**src/rtl/dom_gf4_mul_sched_if.sv**
```systemverilog
// Bus bundle between the GF(4) multiplier scheduler, its requesters, the
// randomness source and the shared masked multiplier.
//   Request side : ReqValidxSI / ReqReadyxSO handshake, ReqXxDI / ReqYxDI
//                  operands (requester r in slice r), RespValidxSO one-hot
//                  result strobe, RespQxDO registered result.
//   Randomness   : RandValidxSI / RandReadyxSO handshake, RandxDI word.
//   Multiplier   : MulXxDO / MulYxDO / MulZxDO to it, MulQxDI back from it.
// The scheduler connects through the slave modport; its environment through
// the master modport.
interface dom_gf4_mul_sched_if #(
    parameter int SHARES = 4,
    parameter int NREQ   = 2
);
    localparam int W  = 4 * SHARES;
    localparam int ZW = 2 * SHARES * (SHARES - 1);

    logic [NREQ-1:0]   ReqValidxSI;
    logic [NREQ-1:0]   ReqReadyxSO;
    logic [NREQ*W-1:0] ReqXxDI;
    logic [NREQ*W-1:0] ReqYxDI;
    logic              RandValidxSI;
    logic [ZW-1:0]     RandxDI;
    logic              RandReadyxSO;
    logic [W-1:0]      MulXxDO;
    logic [W-1:0]      MulYxDO;
    logic [ZW-1:0]     MulZxDO;
    logic [W-1:0]      MulQxDI;
    logic [NREQ-1:0]   RespValidxSO;
    logic [W-1:0]      RespQxDO;

    modport slave (
        input  ReqValidxSI, ReqXxDI, ReqYxDI, RandValidxSI, RandxDI, MulQxDI,
        output ReqReadyxSO, RandReadyxSO, MulXxDO, MulYxDO, MulZxDO,
               RespValidxSO, RespQxDO
    );

    modport master (
        output ReqValidxSI, ReqXxDI, ReqYxDI, RandValidxSI, RandxDI, MulQxDI,
        input  ReqReadyxSO, RandReadyxSO, MulXxDO, MulYxDO, MulZxDO,
               RespValidxSO, RespQxDO
    );
endinterface

```
**src/rtl/dom_gf4_mul_sched.sv**
```systemverilog
// Round-robin scheduler that time-multiplexes one shared masked GF(4)
// multiplier (latency LAT) among NREQ requesters. Each issued operation
// consumes exactly one fresh randomness word; a LAT-deep {valid, id} shift
// register follows the operation through the multiplier so the result can be
// registered and steered back to the requester that issued it.
// Ports:
//   ClkxCI       clock
//   RstxRI       synchronous active-high reset
//   EnablexSI    1 = issue allowed, 0 = stop issuing and drain
//   Bus          request / randomness / multiplier bundle (slave side)
//   IdlexSO      registered: IDLE and nothing in flight
//   IssueCntxDO  saturating count of issued operations
module dom_gf4_mul_sched #(
    parameter int SHARES = 4,
    parameter int NREQ   = 2,
    parameter int LAT    = 1
) (
    input  logic                  ClkxCI,
    input  logic                  RstxRI,
    input  logic                  EnablexSI,
    dom_gf4_mul_sched_if.slave    Bus,
    output logic                  IdlexSO,
    output logic [15:0]           IssueCntxDO
);
    localparam int W   = 4 * SHARES;
    localparam int ZW  = 2 * SHARES * (SHARES - 1);
    localparam int IDW = (NREQ > 1) ? $clog2(NREQ) : 1;

    typedef enum logic [1:0] {
        IDLE  = 2'd0,
        RUN   = 2'd1,
        DRAIN = 2'd2
    } state_t;

    state_t                   StatexDP, StatexDN;
    logic [IDW-1:0]           PtrxDP, PtrxDN;
    logic [IDW-1:0]           GrantIdxxD;
    logic [IDW-1:0]           CandxD;
    logic                     FoundxS;
    logic                     IssuexS;
    logic [W-1:0]             SelXxD, SelYxD;
    logic [LAT-1:0]           InflVldxDP, InflVldxDN;
    logic [LAT-1:0][IDW-1:0]  InflIdxDP, InflIdxDN;
    logic [NREQ-1:0]          RespValidxDP;
    logic [W-1:0]             RespQxDP;
    logic                     IdlexDP, IdlexDN;
    logic [15:0]              IssueCntxDP, IssueCntxDN;

    // Round-robin arbiter: first valid requester at or after the pointer.
    always_comb begin
        GrantIdxxD = '0;
        FoundxS    = 1'b0;
        CandxD     = '0;
        for (int k = 0; k < NREQ; k++) begin
            CandxD     = IDW'((int'(PtrxDP) + k) % NREQ);
            GrantIdxxD = (!FoundxS && Bus.ReqValidxSI[CandxD]) ? CandxD : GrantIdxxD;
            FoundxS    = FoundxS | Bus.ReqValidxSI[CandxD];
        end
    end

    // Issue qualification and operand steering; operands are zeroed when
    // nothing issues so no stale shares reach the multiplier.
    always_comb begin
        IssuexS = (StatexDP == RUN) && EnablexSI && Bus.RandValidxSI
                  && (|Bus.ReqValidxSI);
        SelXxD  = '0;
        SelYxD  = '0;
        for (int r = 0; r < NREQ; r++) begin
            SelXxD = (GrantIdxxD == IDW'(r)) ? Bus.ReqXxDI[r*W +: W] : SelXxD;
            SelYxD = (GrantIdxxD == IDW'(r)) ? Bus.ReqYxDI[r*W +: W] : SelYxD;
        end
        Bus.MulXxDO      = IssuexS ? SelXxD : '0;
        Bus.MulYxDO      = IssuexS ? SelYxD : '0;
        Bus.MulZxDO      = IssuexS ? Bus.RandxDI : {ZW{1'b0}};
        Bus.ReqReadyxSO  = IssuexS ? (NREQ'(1) << GrantIdxxD) : '0;
        Bus.RandReadyxSO = IssuexS;
    end

    // Next-state logic; returning to RUN takes priority over finishing a drain.
    always_comb begin
        StatexDN = StatexDP;
        case (StatexDP)
            IDLE:    StatexDN = EnablexSI ? RUN : IDLE;
            RUN:     StatexDN = EnablexSI ? RUN : DRAIN;
            DRAIN: begin
                if (EnablexSI) begin
                    StatexDN = RUN;
                end else if (InflVldxDP == '0) begin
                    StatexDN = IDLE;
                end else begin
                    StatexDN = DRAIN;
                end
            end
            default: StatexDN = IDLE;
        endcase
    end

    // In-flight shift register, pointer, counter and idle-flag next values.
    always_comb begin
        InflVldxDN    = InflVldxDP;
        InflIdxDN     = InflIdxDP;
        InflVldxDN[0] = IssuexS;
        InflIdxDN[0]  = GrantIdxxD;
        for (int i = 1; i < LAT; i++) begin
            InflVldxDN[i] = InflVldxDP[i-1];
            InflIdxDN[i]  = InflIdxDP[i-1];
        end
        PtrxDN = IssuexS ? ((GrantIdxxD == IDW'(NREQ - 1)) ? '0 : GrantIdxxD + IDW'(1))
                         : PtrxDP;
        IssueCntxDN = (IssuexS && (IssueCntxDP != 16'hFFFF)) ? IssueCntxDP + 16'd1
                                                               : IssueCntxDP;
        IdlexDN = (StatexDN == IDLE) && (InflVldxDN == '0);
    end

    // State registers; the tail of the in-flight register marks the cycle in
    // which MulQxDI carries that operation's result.
    always_ff @(posedge ClkxCI) begin
        if (RstxRI) begin
            StatexDP     <= IDLE;
            PtrxDP       <= '0;
            InflVldxDP   <= '0;
            InflIdxDP    <= '0;
            RespValidxDP <= '0;
            RespQxDP     <= '0;
            IdlexDP      <= 1'b1;
            IssueCntxDP  <= 16'd0;
        end else begin
            StatexDP     <= StatexDN;
            PtrxDP       <= PtrxDN;
            InflVldxDP   <= InflVldxDN;
            InflIdxDP    <= InflIdxDN;
            RespValidxDP <= InflVldxDP[LAT-1] ? (NREQ'(1) << InflIdxDP[LAT-1]) : '0;
            RespQxDP     <= InflVldxDP[LAT-1] ? Bus.MulQxDI : RespQxDP;
            IdlexDP      <= IdlexDN;
            IssueCntxDP  <= IssueCntxDN;
        end
    end

    assign Bus.RespValidxSO = RespValidxDP;
    assign Bus.RespQxDO     = RespQxDP;
    assign IdlexSO          = IdlexDP;
    assign IssueCntxDO      = IssueCntxDP;
endmodule
```
**src/flat_wrapper.sv**
```systemverilog
// flat-port wrapper written by rule: the top's interface ports become plain ports
module dom_gf4_mul_sched_flat 
#(
    parameter int SHARES = 4,
    parameter int NREQ   = 2,
    parameter int LAT    = 1
)
  (ClkxCI, RstxRI, EnablexSI, IdlexSO, IssueCntxDO, Bus_ReqValidxSI, Bus_ReqXxDI, Bus_ReqYxDI, Bus_RandValidxSI, Bus_RandxDI, Bus_MulQxDI, Bus_ReqReadyxSO, Bus_RandReadyxSO, Bus_MulXxDO, Bus_MulYxDO, Bus_MulZxDO, Bus_RespValidxSO, Bus_RespQxDO);
  dom_gf4_mul_sched_if #(.SHARES(SHARES), .NREQ(NREQ)) Bus_i ();
  input  logic ClkxCI;
  input  logic RstxRI;
  input  logic EnablexSI;
  output logic IdlexSO;
  output logic [15:0] IssueCntxDO;
  input wire logic [$bits(Bus_i.ReqValidxSI)-1:0] Bus_ReqValidxSI;
  input wire logic [$bits(Bus_i.ReqXxDI)-1:0] Bus_ReqXxDI;
  input wire logic [$bits(Bus_i.ReqYxDI)-1:0] Bus_ReqYxDI;
  input wire logic [$bits(Bus_i.RandValidxSI)-1:0] Bus_RandValidxSI;
  input wire logic [$bits(Bus_i.RandxDI)-1:0] Bus_RandxDI;
  input wire logic [$bits(Bus_i.MulQxDI)-1:0] Bus_MulQxDI;
  output wire logic [$bits(Bus_i.ReqReadyxSO)-1:0] Bus_ReqReadyxSO;
  output wire logic [$bits(Bus_i.RandReadyxSO)-1:0] Bus_RandReadyxSO;
  output wire logic [$bits(Bus_i.MulXxDO)-1:0] Bus_MulXxDO;
  output wire logic [$bits(Bus_i.MulYxDO)-1:0] Bus_MulYxDO;
  output wire logic [$bits(Bus_i.MulZxDO)-1:0] Bus_MulZxDO;
  output wire logic [$bits(Bus_i.RespValidxSO)-1:0] Bus_RespValidxSO;
  output wire logic [$bits(Bus_i.RespQxDO)-1:0] Bus_RespQxDO;
  assign Bus_i.ReqValidxSI = Bus_ReqValidxSI;
  assign Bus_i.ReqXxDI = Bus_ReqXxDI;
  assign Bus_i.ReqYxDI = Bus_ReqYxDI;
  assign Bus_i.RandValidxSI = Bus_RandValidxSI;
  assign Bus_i.RandxDI = Bus_RandxDI;
  assign Bus_i.MulQxDI = Bus_MulQxDI;
  assign Bus_ReqReadyxSO = Bus_i.ReqReadyxSO;
  assign Bus_RandReadyxSO = Bus_i.RandReadyxSO;
  assign Bus_MulXxDO = Bus_i.MulXxDO;
  assign Bus_MulYxDO = Bus_i.MulYxDO;
  assign Bus_MulZxDO = Bus_i.MulZxDO;
  assign Bus_RespValidxSO = Bus_i.RespValidxSO;
  assign Bus_RespQxDO = Bus_i.RespQxDO;
  dom_gf4_mul_sched #(.SHARES(SHARES), .NREQ(NREQ), .LAT(LAT)) u_core (.ClkxCI(ClkxCI), .RstxRI(RstxRI), .EnablexSI(EnablexSI), .Bus(Bus_i), .IdlexSO(IdlexSO), .IssueCntxDO(IssueCntxDO));
endmodule
```
**config.mk**
```make
export PLATFORM = sky130hd
export DESIGN_NAME = dom_gf4_mul_sched_flat
export DESIGN_NICKNAME = d
export VERILOG_FILES = /design/src/rtl/dom_gf4_mul_sched_if.sv /design/src/rtl/dom_gf4_mul_sched.sv /design/src/flat_wrapper.sv
export SDC_FILE = /design/constraint.sdc
export NUM_CORES = 1
export LEC_CHECK = 0
export CORE_MARGIN = 4
export CORE_UTILIZATION = 32
export CTS_CLUSTER_DIAMETER = 200
export CTS_CLUSTER_SIZE = 40
export DETAILED_ROUTE_END_ITERATION = 8
export PLACE_DENSITY = 0.79
export SYNTH_ARGS = -nofsm -noshare
export SYNTH_HDL_FRONTEND = slang
export SYNTH_SLANG_ARGS = --single-unit
export TNS_END_PERCENT = 10
```
**constraint.sdc**
```tcl
create_clock -name ClkxCI -period 1.9 [get_ports ClkxCI]
set_input_delay 0.38 -clock ClkxCI [delete_from_list [all_inputs] [get_ports ClkxCI]]
set_output_delay 0.38 -clock ClkxCI [all_outputs]
set_load 0.05 [all_outputs]
```
==> results of run 1 <==
-- kinds of logic after synthesis --
logic type / after synthesis / synth area share (%)
AND/OR/NAND/NOR: 158 / 35.9
AO/OA/AOI/OAI: 66 / 15.8
flip-flops: 40 / 34.6
buffers and inverters: 27 / 5.24
multiplexers: 18 / 7.84
adder cells (fa/ha/maj): 1 / 0.540
-- sequential cells by signal, summed over array words and instances, names as in the netlist --
signal and flops:
u_core.IdlexSO 1, u_core.StatexDP 2, u_core.IssueCntxDO 16, u_core.InflIdxDP 1, u_core.PtrxDP 1, u_core.Bus.RespValidxSO 2, u_core.Bus.RespQxDO 16, u_core.InflVldxDP 1
-- synth_stat cells (2+ instances only) --
cell type | number | area share (%)
nand2_1 | 71 | 12
a21oi_1 | 47 | 10
dfxtp_1 | 40 | 35
and3_1 | 27 | 7.3
nor2_1 | 22 | 3.6
mux2i_1 | 17 | 7.4
clkbuf_1 | 14 | 2.3
or4_1 | 9 | 2.9
o31ai_1 | 8 | 2.6
buf_2 | 7 | 1.5
o21ai_0 | 5 | 1.1
inv_1 | 4 | 0.65
nand4_1 | 4 | 1.1
or3_1 | 4 | 1.1
nor3_1 | 3 | 0.65
a211oi_1 | 2 | 0.65
and4b_1 | 2 | 0.86
nand3_1 | 2 | 0.43
nand4_4 | 2 | 1.8
nor2b_1 | 2 | 0.54
-- layout make-up --
type                       count  share of cell area, %
clock buffer                   7                   1.58
clock inverter                 1                  0.494
inverter                       4                  0.288
multi-input combinational    243                   31.6
sequential                    40                   13.3
tap                           96                   1.98
timing repair buffer         241                   50.7
-- critical path, cell delays in order, from the launching register on --
cell	delay [ps]
dfxtp_2	370
inv_4	50
a21boi_4	150
buf_12	140
buf_4	110
buf_8	110
nand2_2	90
a21oi_4	200
buf_12	160
-- cell usage in the layout, fill, tap and decap left out, drive strengths merged, types with 2 or more instances in the layout --
cell type,count
o21ai,6
nand2,72
nor4,2
or4,9
and4b,2
nor2b,2
nand4,6
or3,4
buf,111
dlygate4sd2,2
o31ai,8
a211oi,2
inv,4
clkbuf,10
mux2i,17
clkdlybuf4s50,124
nor3,3
or2,2
nor2,22
dfxtp,40
nand3,3
and3,27
a21oi,47
-- path summary, 6_finish.rpt --
| check | from | endpoint | slack, ps | cells past startpoint |
|---|---|---|---|---|
| max | u_core.PtrxDP | Bus_MulYxDO[10] | -150 | 8 |
| min | u_core.InflIdxDP | u_core.Bus.RespValidxSO[0] | 440 | 1 |
| max reg2reg | u_core.StatexDP[1] | u_core.IssueCntxDO[7] | 40 | 6 |
| min reg2reg | u_core.InflIdxDP | u_core.Bus.RespValidxSO[0] | 440 | 1 |
-- report_power, final --
| part | switching [mW] | internal (mW) |
|---|---|---|
| registers | 0.00672 | 0.848 |
| logic | 0.343 | 0.399 |
| clock network | 0.296 | 0.464 |
-- layer usage --
layer  vias to the layer above  wire length (µm)  global-route usage [%]
li1                       1541                 -                       -
met2                       180              7560                    51.6
met1                      1624              4290                    25.4
met4                         0               567                    9.52
met3                        47               967                    7.56
met5                         -                 0                       0
-- what timing repair did --
action	4_1_cts	5_1_grt
resized for setup	48	54
hold endpoints to repair	0	0
hold buffers	0	0
gates cloned	3	2
setup buffers	4	6
endpoints found under the setup margin	63	60
pin swaps	6	11
-- stage by stage --
| stage | TNS, ps | power [mW] |
|---|---|---|
| floorplan | -5590 | 1.08 |
| global placement | -19820 | 1.45 |
| detailed placement | -21100 | 1.46 |
| CTS | -5260 | 2.27 |
| global route | -8990 | 2.43 |
| finish | -5810 | 2.36 |
==> results.toml, run 1 <==
[sta]
finalWorstSetupSlack_ps = -154
finalCritPeriodShare_pct = 108
period_minus_slack_ps = 2050
relSlewSlack_pct = 64.4
grt_setup_unrepaired = "true"
hold_viol_final = 0
finalSetupViolations = 58
worst-slew-pin-transition_ps = 532
whs_ps = 444
skew_ps = 7.10
fmax_mhz = 487
slew_viol_final = 0

[synth]
synth_seq_cells = 40
syn_inst = 310
yosysSeqAreaShare_pct = 34.6
yosys_most_used_dff = "dfxtp_1"
syn_avg_cell_area_um2 = 7.47
syn_nets = 421
synth_warnings = 0
netlist-cell-type-count = 38
async_flop_share_pct = 0
synth_edf_count = 0
netlist_area_um2 = 2310

[cts]
cts_buffers = 5
clk_latency_ps = 290
cts_tree = "done"
cts.sinks = 40
cts_buffer_depth = 2
htree_levels = 2
clockRootBuffer = "clkbuf_8"
clk_pin_slew_ps = 70

[setup_path]
startpoint_type = "flop"
critPathKind = "flop to output pin"
cp_max_fo = 5
arrival_ps = 1670
worstPathRequired_ps = 1520
endpoint_kind = "output pin"

[floorplan]
die_h_um = 93.1
dieArea_um2 = 8660
pin_count = 204
dieWidth_um = 93.1
core_um2 = 6910
start_util_pct = 33.5
num_rows = 30

[global_routing]
overflow = 0
track_usage_pct = 26.2
grt_pass1_vias = 3448
grt_pass1_wl_mm = 17.7
grt_max_degree = 41
antenna_found_initial = 0

[place]
placedInstanceArea_um2 = 5280
dp.final_hpwl_mm = 8.36
io_buffer_count = 203
place_congestion = 0.884
post-place-ws_ps = -393
placedCellCount = 609

[final_layout]
multi_input_area_um2 = 1920
fillCellCount = 310
drive_above_1_share_pct = 37.3
diodes = 0
finalInstanceArea_um2 = 6080
nNetsFinal = 646
syn_to_final_growth_pct = 163
finish.utilization_pct = 88.0
seq_area_um2 = 807
fin_cells = 632

[routing]
drtAntennaViolNets = 0
drt_iter0_drc = 152
viasPerCell = 5.37
wire_per_inst_um = 21.2
wl_mm = 13.4
via_count = 3392
drt_pre_antenna_iters = 4
drc = 0

[power_and_ir_drop]
ir_drop_mv = 0.337
power.leakage_nw = 2.32
powerDensity_nw_per_um2 = 387

[outcome]
status = "finished, violations left"
violations = "setup timing"

[job]
maxCapViolCount = 0

[worst_hold_path]
hold_path_class = "flop to flop"
Note: power is estimated with default switching activity, not from simulation.
==> run 2: changes to the inputs <==
- CAP_MARGIN: default -> 0
==> results of run 2 <==
The final DEF is identical to that of run 1; final timing and power are the same.
